===== src/rtl/mmpu_pkg.sv =====
// Shared encodings for the mMPU command sequencer: command type codes,
// logic function codes, request op codes and the sequencer state type.
package mmpu_pkg;

  localparam logic [1:0] TYPE_CWIN  = 2'b11;
  localparam logic [1:0] TYPE_RWIN  = 2'b10;
  localparam logic [1:0] TYPE_WR    = 2'b00;
  localparam logic [1:0] TYPE_LOGIC = 2'b01;

  localparam logic [1:0] FN_A = 2'b00;
  localparam logic [1:0] FN_B = 2'b01;
  localparam logic [1:0] FN_C = 2'b10;

  localparam logic [1:0] OP_LOGIC_A = 2'b00;
  localparam logic [1:0] OP_WRITE   = 2'b01;
  localparam logic [1:0] OP_LOGIC_B = 2'b10;
  localparam logic [1:0] OP_LOGIC_C = 2'b11;

  typedef enum logic [1:0] {
    ST_IDLE,
    ST_EMIT_CWIN,
    ST_EMIT_RWIN,
    ST_EMIT_OP
  } state_t;

  // Command word is sized so a full column-window config fills it exactly.
  function automatic int cmd_w_calc(input int xb_w);
    return 2 * xb_w + 2;
  endfunction

  function automatic logic [1:0] op_to_fn(input logic [1:0] op);
    case (op)
      OP_LOGIC_B: return FN_B;
      OP_LOGIC_C: return FN_C;
      default:    return FN_A;
    endcase
  endfunction

endpackage


===== src/rtl/mmpu_cmd_fifo.sv =====
// Synchronous command FIFO; a push into a full FIFO succeeds when a pop
// happens in the same cycle. Head word reads as zero while empty.
module mmpu_cmd_fifo #(
  parameter int CMD_W = 34,
  parameter int DEPTH = 8,
  localparam int PTR_W = $clog2(DEPTH),
  localparam int LVL_W = PTR_W + 1
) (
  input  logic             clk,
  input  logic             rst,
  input  logic             push,
  input  logic             pop,
  input  logic [CMD_W-1:0] wdata,
  output logic [CMD_W-1:0] rdata,
  output logic [LVL_W-1:0] level,
  output logic             full,
  output logic             empty
);

  logic [CMD_W-1:0] mem [DEPTH];
  logic [PTR_W-1:0] wr_ptr;
  logic [PTR_W-1:0] rd_ptr;
  logic             do_push;
  logic             do_pop;

  assign full    = (level == LVL_W'(DEPTH));
  assign empty   = (level == '0);
  assign do_pop  = pop && !empty;
  assign do_push = push && (!full || do_pop);
  assign rdata   = empty ? '0 : mem[rd_ptr];

  // Pointer and occupancy bookkeeping; pointers wrap naturally at DEPTH.
  always_ff @(posedge clk) begin
    if (rst) begin
      wr_ptr <= '0;
      rd_ptr <= '0;
      level  <= '0;
    end else begin
      if (do_push) wr_ptr <= wr_ptr + 1'b1;
      if (do_pop)  rd_ptr <= rd_ptr + 1'b1;
      case ({do_push, do_pop})
        2'b10:   level <= level + 1'b1;
        2'b01:   level <= level - 1'b1;
        default: level <= level;
      endcase
    end
  end

  // Storage needs no reset; the empty gate on rdata hides stale words.
  always_ff @(posedge clk) begin
    if (do_push) mem[wr_ptr] <= wdata;
  end

endmodule


===== src/rtl/mmpu_cmd_queue.sv =====
// Request-to-command sequencer for the mMPU crossbar controller.
// state     | meaning
// IDLE      | waiting for a request, in_ready high
// EMIT_CWIN | pushing column-window config from the held request
// EMIT_RWIN | pushing row-window config from the held request
// EMIT_OP   | pushing the operation word, then back to IDLE
module mmpu_cmd_queue
  import mmpu_pkg::*;
#(
  parameter int DEST_W = 10,
  parameter int SRC_W  = 10,
  parameter int XB_W   = 16,
  parameter int DEPTH  = 8,
  localparam int CMD_W = cmd_w_calc(XB_W)
) (
  input  logic                 clk,
  input  logic                 rst,
  input  logic                 in_valid,
  output logic                 in_ready,
  input  logic [1:0]           in_op,
  input  logic [DEST_W-1:0]    in_dest,
  input  logic [SRC_W-1:0]     in_src1,
  input  logic [SRC_W-1:0]     in_src2,
  input  logic [SRC_W-1:0]     in_rstart,
  input  logic [SRC_W-1:0]     in_rend,
  input  logic [XB_W-1:0]      in_cstart,
  input  logic [XB_W-1:0]      in_cend,
  input  logic                 in_col,
  output logic                 out_valid,
  input  logic                 out_ready,
  output logic [CMD_W-1:0]     out_cmd,
  output logic [$clog2(DEPTH):0] level,
  output logic                 busy
);

  if (CMD_W < DEST_W + 2 * SRC_W + 4) begin : g_cmd_w_check
    $error("command word too narrow for the operation encoding");
  end
  if ((DEPTH < 2) || ((DEPTH & (DEPTH - 1)) != 0)) begin : g_depth_check
    $error("DEPTH must be a power of two and at least 2");
  end

  state_t           state;
  logic [1:0]       h_op;
  logic [DEST_W-1:0] h_dest;
  logic [SRC_W-1:0] h_src1, h_src2, h_rstart, h_rend;
  logic [XB_W-1:0]  h_cstart, h_cend;
  logic             h_col;
  logic [XB_W-1:0]  cur_cstart, cur_cend;
  logic [SRC_W-1:0] cur_rstart, cur_rend;
  logic             cwin_valid, rwin_valid;

  logic             accept, pop, can_push, push;
  logic             fifo_full, fifo_empty;
  logic             cwin_hit_in, rwin_hit_in, rwin_hit_hold;
  logic [CMD_W-1:0] push_word;

  assign in_ready      = !rst && (state == ST_IDLE);
  assign accept        = in_valid && in_ready;
  assign out_valid     = !fifo_empty;
  assign pop           = out_valid && out_ready;
  assign can_push      = !fifo_full || pop;
  assign push          = (state != ST_IDLE) && can_push;
  assign busy          = (state != ST_IDLE) || (level != '0);
  assign cwin_hit_in   = cwin_valid && (in_cstart == cur_cstart) && (in_cend == cur_cend);
  assign rwin_hit_in   = rwin_valid && (in_rstart == cur_rstart) && (in_rend == cur_rend);
  assign rwin_hit_hold = rwin_valid && (h_rstart == cur_rstart) && (h_rend == cur_rend);

  // Encode the word for the current EMIT state from the held request.
  always_comb begin
    push_word = '0;
    case (state)
      ST_EMIT_CWIN: push_word = {h_cstart, h_cend, TYPE_CWIN};
      ST_EMIT_RWIN: push_word[2*SRC_W+1:0] = {h_rstart, h_rend, TYPE_RWIN};
      ST_EMIT_OP: begin
        if (h_op == OP_WRITE)
          push_word[DEST_W+2*SRC_W+1:0] = {h_dest, h_src2, h_src1, TYPE_WR};
        else
          push_word[2*SRC_W+3:0] = {op_to_fn(h_op), h_src2, h_src1, TYPE_LOGIC};
        push_word[CMD_W-1] = h_col;
      end
      default: push_word = '0;
    endcase
  end

  // Sequencer: latch request, skip unchanged windows, track window on push.
  always_ff @(posedge clk) begin
    if (rst) begin
      state      <= ST_IDLE;
      cwin_valid <= 1'b0;
      rwin_valid <= 1'b0;
      cur_cstart <= '0;
      cur_cend   <= '0;
      cur_rstart <= '0;
      cur_rend   <= '0;
      h_op       <= '0;
      h_dest     <= '0;
      h_src1     <= '0;
      h_src2     <= '0;
      h_rstart   <= '0;
      h_rend     <= '0;
      h_cstart   <= '0;
      h_cend     <= '0;
      h_col      <= 1'b0;
    end else begin
      case (state)
        ST_IDLE: begin
          if (accept) begin
            h_op     <= in_op;
            h_dest   <= in_dest;
            h_src1   <= in_src1;
            h_src2   <= in_src2;
            h_rstart <= in_rstart;
            h_rend   <= in_rend;
            h_cstart <= in_cstart;
            h_cend   <= in_cend;
            h_col    <= in_col;
            if (!cwin_hit_in)      state <= ST_EMIT_CWIN;
            else if (!rwin_hit_in) state <= ST_EMIT_RWIN;
            else                   state <= ST_EMIT_OP;
          end
        end
        ST_EMIT_CWIN: begin
          if (can_push) begin
            cur_cstart <= h_cstart;
            cur_cend   <= h_cend;
            cwin_valid <= 1'b1;
            state      <= rwin_hit_hold ? ST_EMIT_OP : ST_EMIT_RWIN;
          end
        end
        ST_EMIT_RWIN: begin
          if (can_push) begin
            cur_rstart <= h_rstart;
            cur_rend   <= h_rend;
            rwin_valid <= 1'b1;
            state      <= ST_EMIT_OP;
          end
        end
        ST_EMIT_OP: begin
          if (can_push) state <= ST_IDLE;
        end
        default: state <= ST_IDLE;
      endcase
    end
  end

  mmpu_cmd_fifo #(
    .CMD_W (CMD_W),
    .DEPTH (DEPTH)
  ) u_fifo (
    .clk   (clk),
    .rst   (rst),
    .push  (push),
    .pop   (pop),
    .wdata (push_word),
    .rdata (out_cmd),
    .level (level),
    .full  (fifo_full),
    .empty (fifo_empty)
  );

endmodule


===== config.mk =====
export PLATFORM = sky130hd
export DESIGN_NAME = mmpu_cmd_queue
export DESIGN_NICKNAME = d
export VERILOG_FILES = /design/src/rtl/mmpu_pkg.sv /design/src/rtl/mmpu_cmd_fifo.sv /design/src/rtl/mmpu_cmd_queue.sv
export SDC_FILE = /design/constraint.sdc
export NUM_CORES = 1
export LEC_CHECK = 0
export BUFFER_PORTS_ARGS = -buffer_cell sky130_fd_sc_hd__buf_4
export CORE_ASPECT_RATIO = 1.2
export CORE_MARGIN = 1
export CORE_UTILIZATION = 40
export DETAILED_ROUTE_END_ITERATION = 16
export PLACE_DENSITY = 0.66
export RECOVER_POWER = 25
export SLEW_MARGIN = 20
export SYNTH_ARGS = -nofsm -noshare
export SYNTH_HDL_FRONTEND = slang
export SYNTH_SLANG_ARGS = --single-unit

===== constraint.sdc =====
create_clock -name clk -period 4.5 [get_ports clk]
set_input_delay 0.45 -clock clk [delete_from_list [all_inputs] [get_ports clk]]
set_output_delay 0.45 -clock clk [all_outputs]
set_load 0.05 [all_outputs]

==> results by group <==
Status
  • Outcome: finished with violations
  • Failing checks: capacitance limit, slew limit

Route
  • DRC: 0
  • Antenna Nets Post-Route: 0
  • DR vias: 10600
  • DRT Pass-1 Iters: 8
  • Vias per cell: 5.31
  • Average wire per standard cell: 20.1 um
  • DRT iter0 DRCs: about 900
  • Final WL: 40300 um

Placed design
  • GP Congestion: 0.829
  • Hpwl dp: around 27000 um
  • # port buffers: 129

CTS
  • Clock Latency Late Sink: 0.55 ns
  • CTS tree: yes
  • Postcts setup bufs: 0
  • Root Buffer: clkbuf_16
  • Num CTS Buffers: 41
  • # hold bufs at CTS: 0
  • Max clock buf depth: 3
  • H-tree Lvls: 2
  • CTS resizes: 0
  • Clock Sinks: 426
  • Clk pin slew, worst setup/hold paths: 0.06 ns

Run
  • Maximum Capacitance Violations: 1

Cells and area
  • Commonest non-fill, non-tap cell in the layout: edfxtp_1
  • Ant diodes: 0
  • Register area: between 10000 and 15000 um2
  • Fill cells: 3844
  • Nets@finish: 1517
  • Multi-input gate area: 5700 um2
  • Synth-to-layout area growth: 16.5%
  • Final Util: 47.3%
  • Most frequent cells in the layout: edfxtp_1 (272), nand2_1 (184), dfxtp_1 (151)
  • Share of cells above drive strength 1: 19.6%

Global routing
  • First-pass GRT wire length: 61300 um
  • Met2 usage: 29.8%
  • Largest net degree at the start of global routing: 94
  • Met1 Resource Use GR: about a quarter
  • GRT busiest layer: met2
  • GRT overflow: 0
  • Total GRT Usage: 18.3%
  • M3 GR Usage: under 10%
  • Vias in the first global route: about 11000
  • Initial antenna violation count: 0

STA
  • Slew HR: -7.09%
  • Max Fclk: 280 MHz
  • RSZ-0062 raised after global routing: no
  • Max Clock Skew: 0.0135 ns
  • Min Hold Slack: 0.104 ns
  • Setup TNS: 0 ns
  • Slew at the pin closest to its max-slew limit: 1.61 ns
  • Final hold vios: 0
  • Min Tclk post-route: 3.57 ns
  • Fin crit share: 79.4%
  • Endpoints failing setup: 0
  • Slew Viols, Final: 34

Synthesis
  • Syn Nets: 1404
  • Mean post-synth cell area: 13.3 um2
  • Syn Inst Count: roughly 1300
  • Yosys cell types: 37
  • Register area share after synthesis: 64.7%
  • Ys Warns: 0
  • Number of synthesized register bits: 426
  • Mapped Area: about 17000 um2

Power and ir drop
  • Pwr/cell area: just over 600 nW/um2
  • Max IR drop VDD: between 0.6 and 0.7 mV
  • Leakage: 0.00692 uW

Setup path
  • Crit path required time: 4.97 ns
  • Setup CP Type: register to register
  • Crit path capture type: register
  • Crit-path max FO: 25
  • Worst reg-to-reg setup slack: 0.93 ns
  • Worst Setup EP: u_fifo.level[2]
  • Worst EP arrival: a little over 4 ns
  • Crit path from: u_fifo.level[1]
  • Beginning of the worst register-to-register path: u_fifo.level[1]
  • Reg2reg path depth: 12
  • Worst r2r dst: u_fifo.level[2]
  • Worst Setup Start Kind: register

Floorplanning
  • Die X: 192 um
  • Initial core utilization: 40.6%
  • Die Area: 44300 um2
  • Core ar.: 42800 um2
  • Die Ht: 230 um
  • # rows: 83
  • Ports: between 100 and 150

Worst hold path
  • Worst min-delay path category: input pin to register
## kinds of logic (layout without fill, tap and decap cells)
group           Yosys count  count (layout)  share of synthesized area (%)
simple gates            412             412                           11.1
mux                     104             104                           10.9
compound gates          184             184                           6.15
buf+inv                  92             238                           2.48
flops                   426             426                           64.7
xor+xnor                 79              79                           3.98
fa+ha+maj                 9               9                          0.648
## metrics by stage
step           std cells  setup WS (ns)  total power (uW)  area, um2
2_1_floorplan       1306          0.198              7860      17400
3_3_place_gp        1928           1.58              9080      18900
3_5_place_dp        1928           1.60              9130      18900
4_1_cts             2004           1.28             12600      20300
5_1_grt             2004          0.611             13000      20300
6_report            2004          0.927             12400      20300
## cell type report
class	instances	share of cell area, %
multi-input combinational	788	28.2
tap	552	3.41
timing repair buffer	156	5.89
sequential	426	55.6
inverter	6	0.111
clock buffer	59	5.80
clock inverter	17	1.04
## Yosys cell counts (all sizes together)
library cell | number | area, um2
xor2 | 68 | 596
nor2b | 2 | 12.5
a311oi | 1 | 8.76
a21oi | 60 | 300
o21a | 1 | 7.51
nor2 | 76 | 285
o31ai | 1 | 7.51
ha | 9 | 113
or3 | 2 | 12.5
a222oi | 20 | 200
mux2i | 36 | 360
dfxtp | 154 | 3080
nor4 | 16 | 134
nand3 | 23 | 115
clkbuf | 46 | 173
nand4 | 6 | 37.5
o21ai | 90 | 450
nor3 | 6 | 30.0
nand3b | 1 | 7.51
and2b | 1 | 7.51
nand2 | 184 | 691
xnor2 | 11 | 96.3
nor4bb | 2 | 20.0
edfxtp | 272 | 8170
and3 | 1 | 6.26
inv | 6 | 22.5
nand2b | 89 | 557
a22o | 10 | 87.6
buf | 40 | 236
mux4 | 68 | 1530
o211ai | 1 | 7.51
and2 | 3 | 18.8
## per-layer routing
layer	part of all wire [%]	vias to the layer above
li1	-	4983
met1	43	5307
met2	48	287
met3	5.2	66
met4	3.4	0
met5	0	-
## sequential cells by signal (all words and copies together), names as in the netlist, named ones only
signal,cells
cur_cend,16
cur_cstart,16
cur_rend,10
cur_rstart,10
cwin_valid,1
h_cend,16
h_col,1
h_cstart,16
h_dest,10
h_op,2
h_rend,10
h_rstart,10
h_src1,10
h_src2,10
rwin_valid,1
state,2
u_fifo.level,4
u_fifo.mem,272
u_fifo.rd_ptr,3
u_fifo.wr_ptr,3
## worst min path at each step
stage / startpoint / end / slack (ns) / depth (start not counted)
floorplan: cwin_valid / cwin_valid / 0.43 / 2
global placement: cwin_valid / cwin_valid / 0.44 / 2
detailed placement: cur_cend[0] / cur_cend[0] / 0.46 / 2
CTS: in_dest[4] / h_dest[4] / 0.08 / 3
global route: in_src1[9] / h_src1[9] / 0.1 / 3
finish: in_dest[4] / h_dest[4] / 0.10 / 3
## worst max-delay path, stage by stage, from the launching register on
cell,delay [ns]
dfxtp_1,0.47
nor3_1,0.09
nand3b_1,0.18
clkbuf_1,0.93
and2b_1,0.33
inv_1,0.14
ha_1,0.30
xor2_1,0.17
ha_1,0.19
a21oi_1,0.14
xor2_1,0.10
or3_1,0.31
a21oi_1,0.13
## report_power, final
group	total, uW	internal, uW	switching, uW
combinational	3920	1330	2590
sequential	5020	4690	332
clock	3500	2060	1440
total	12400	8070	4370
Power figures use the tool's default switching activity.
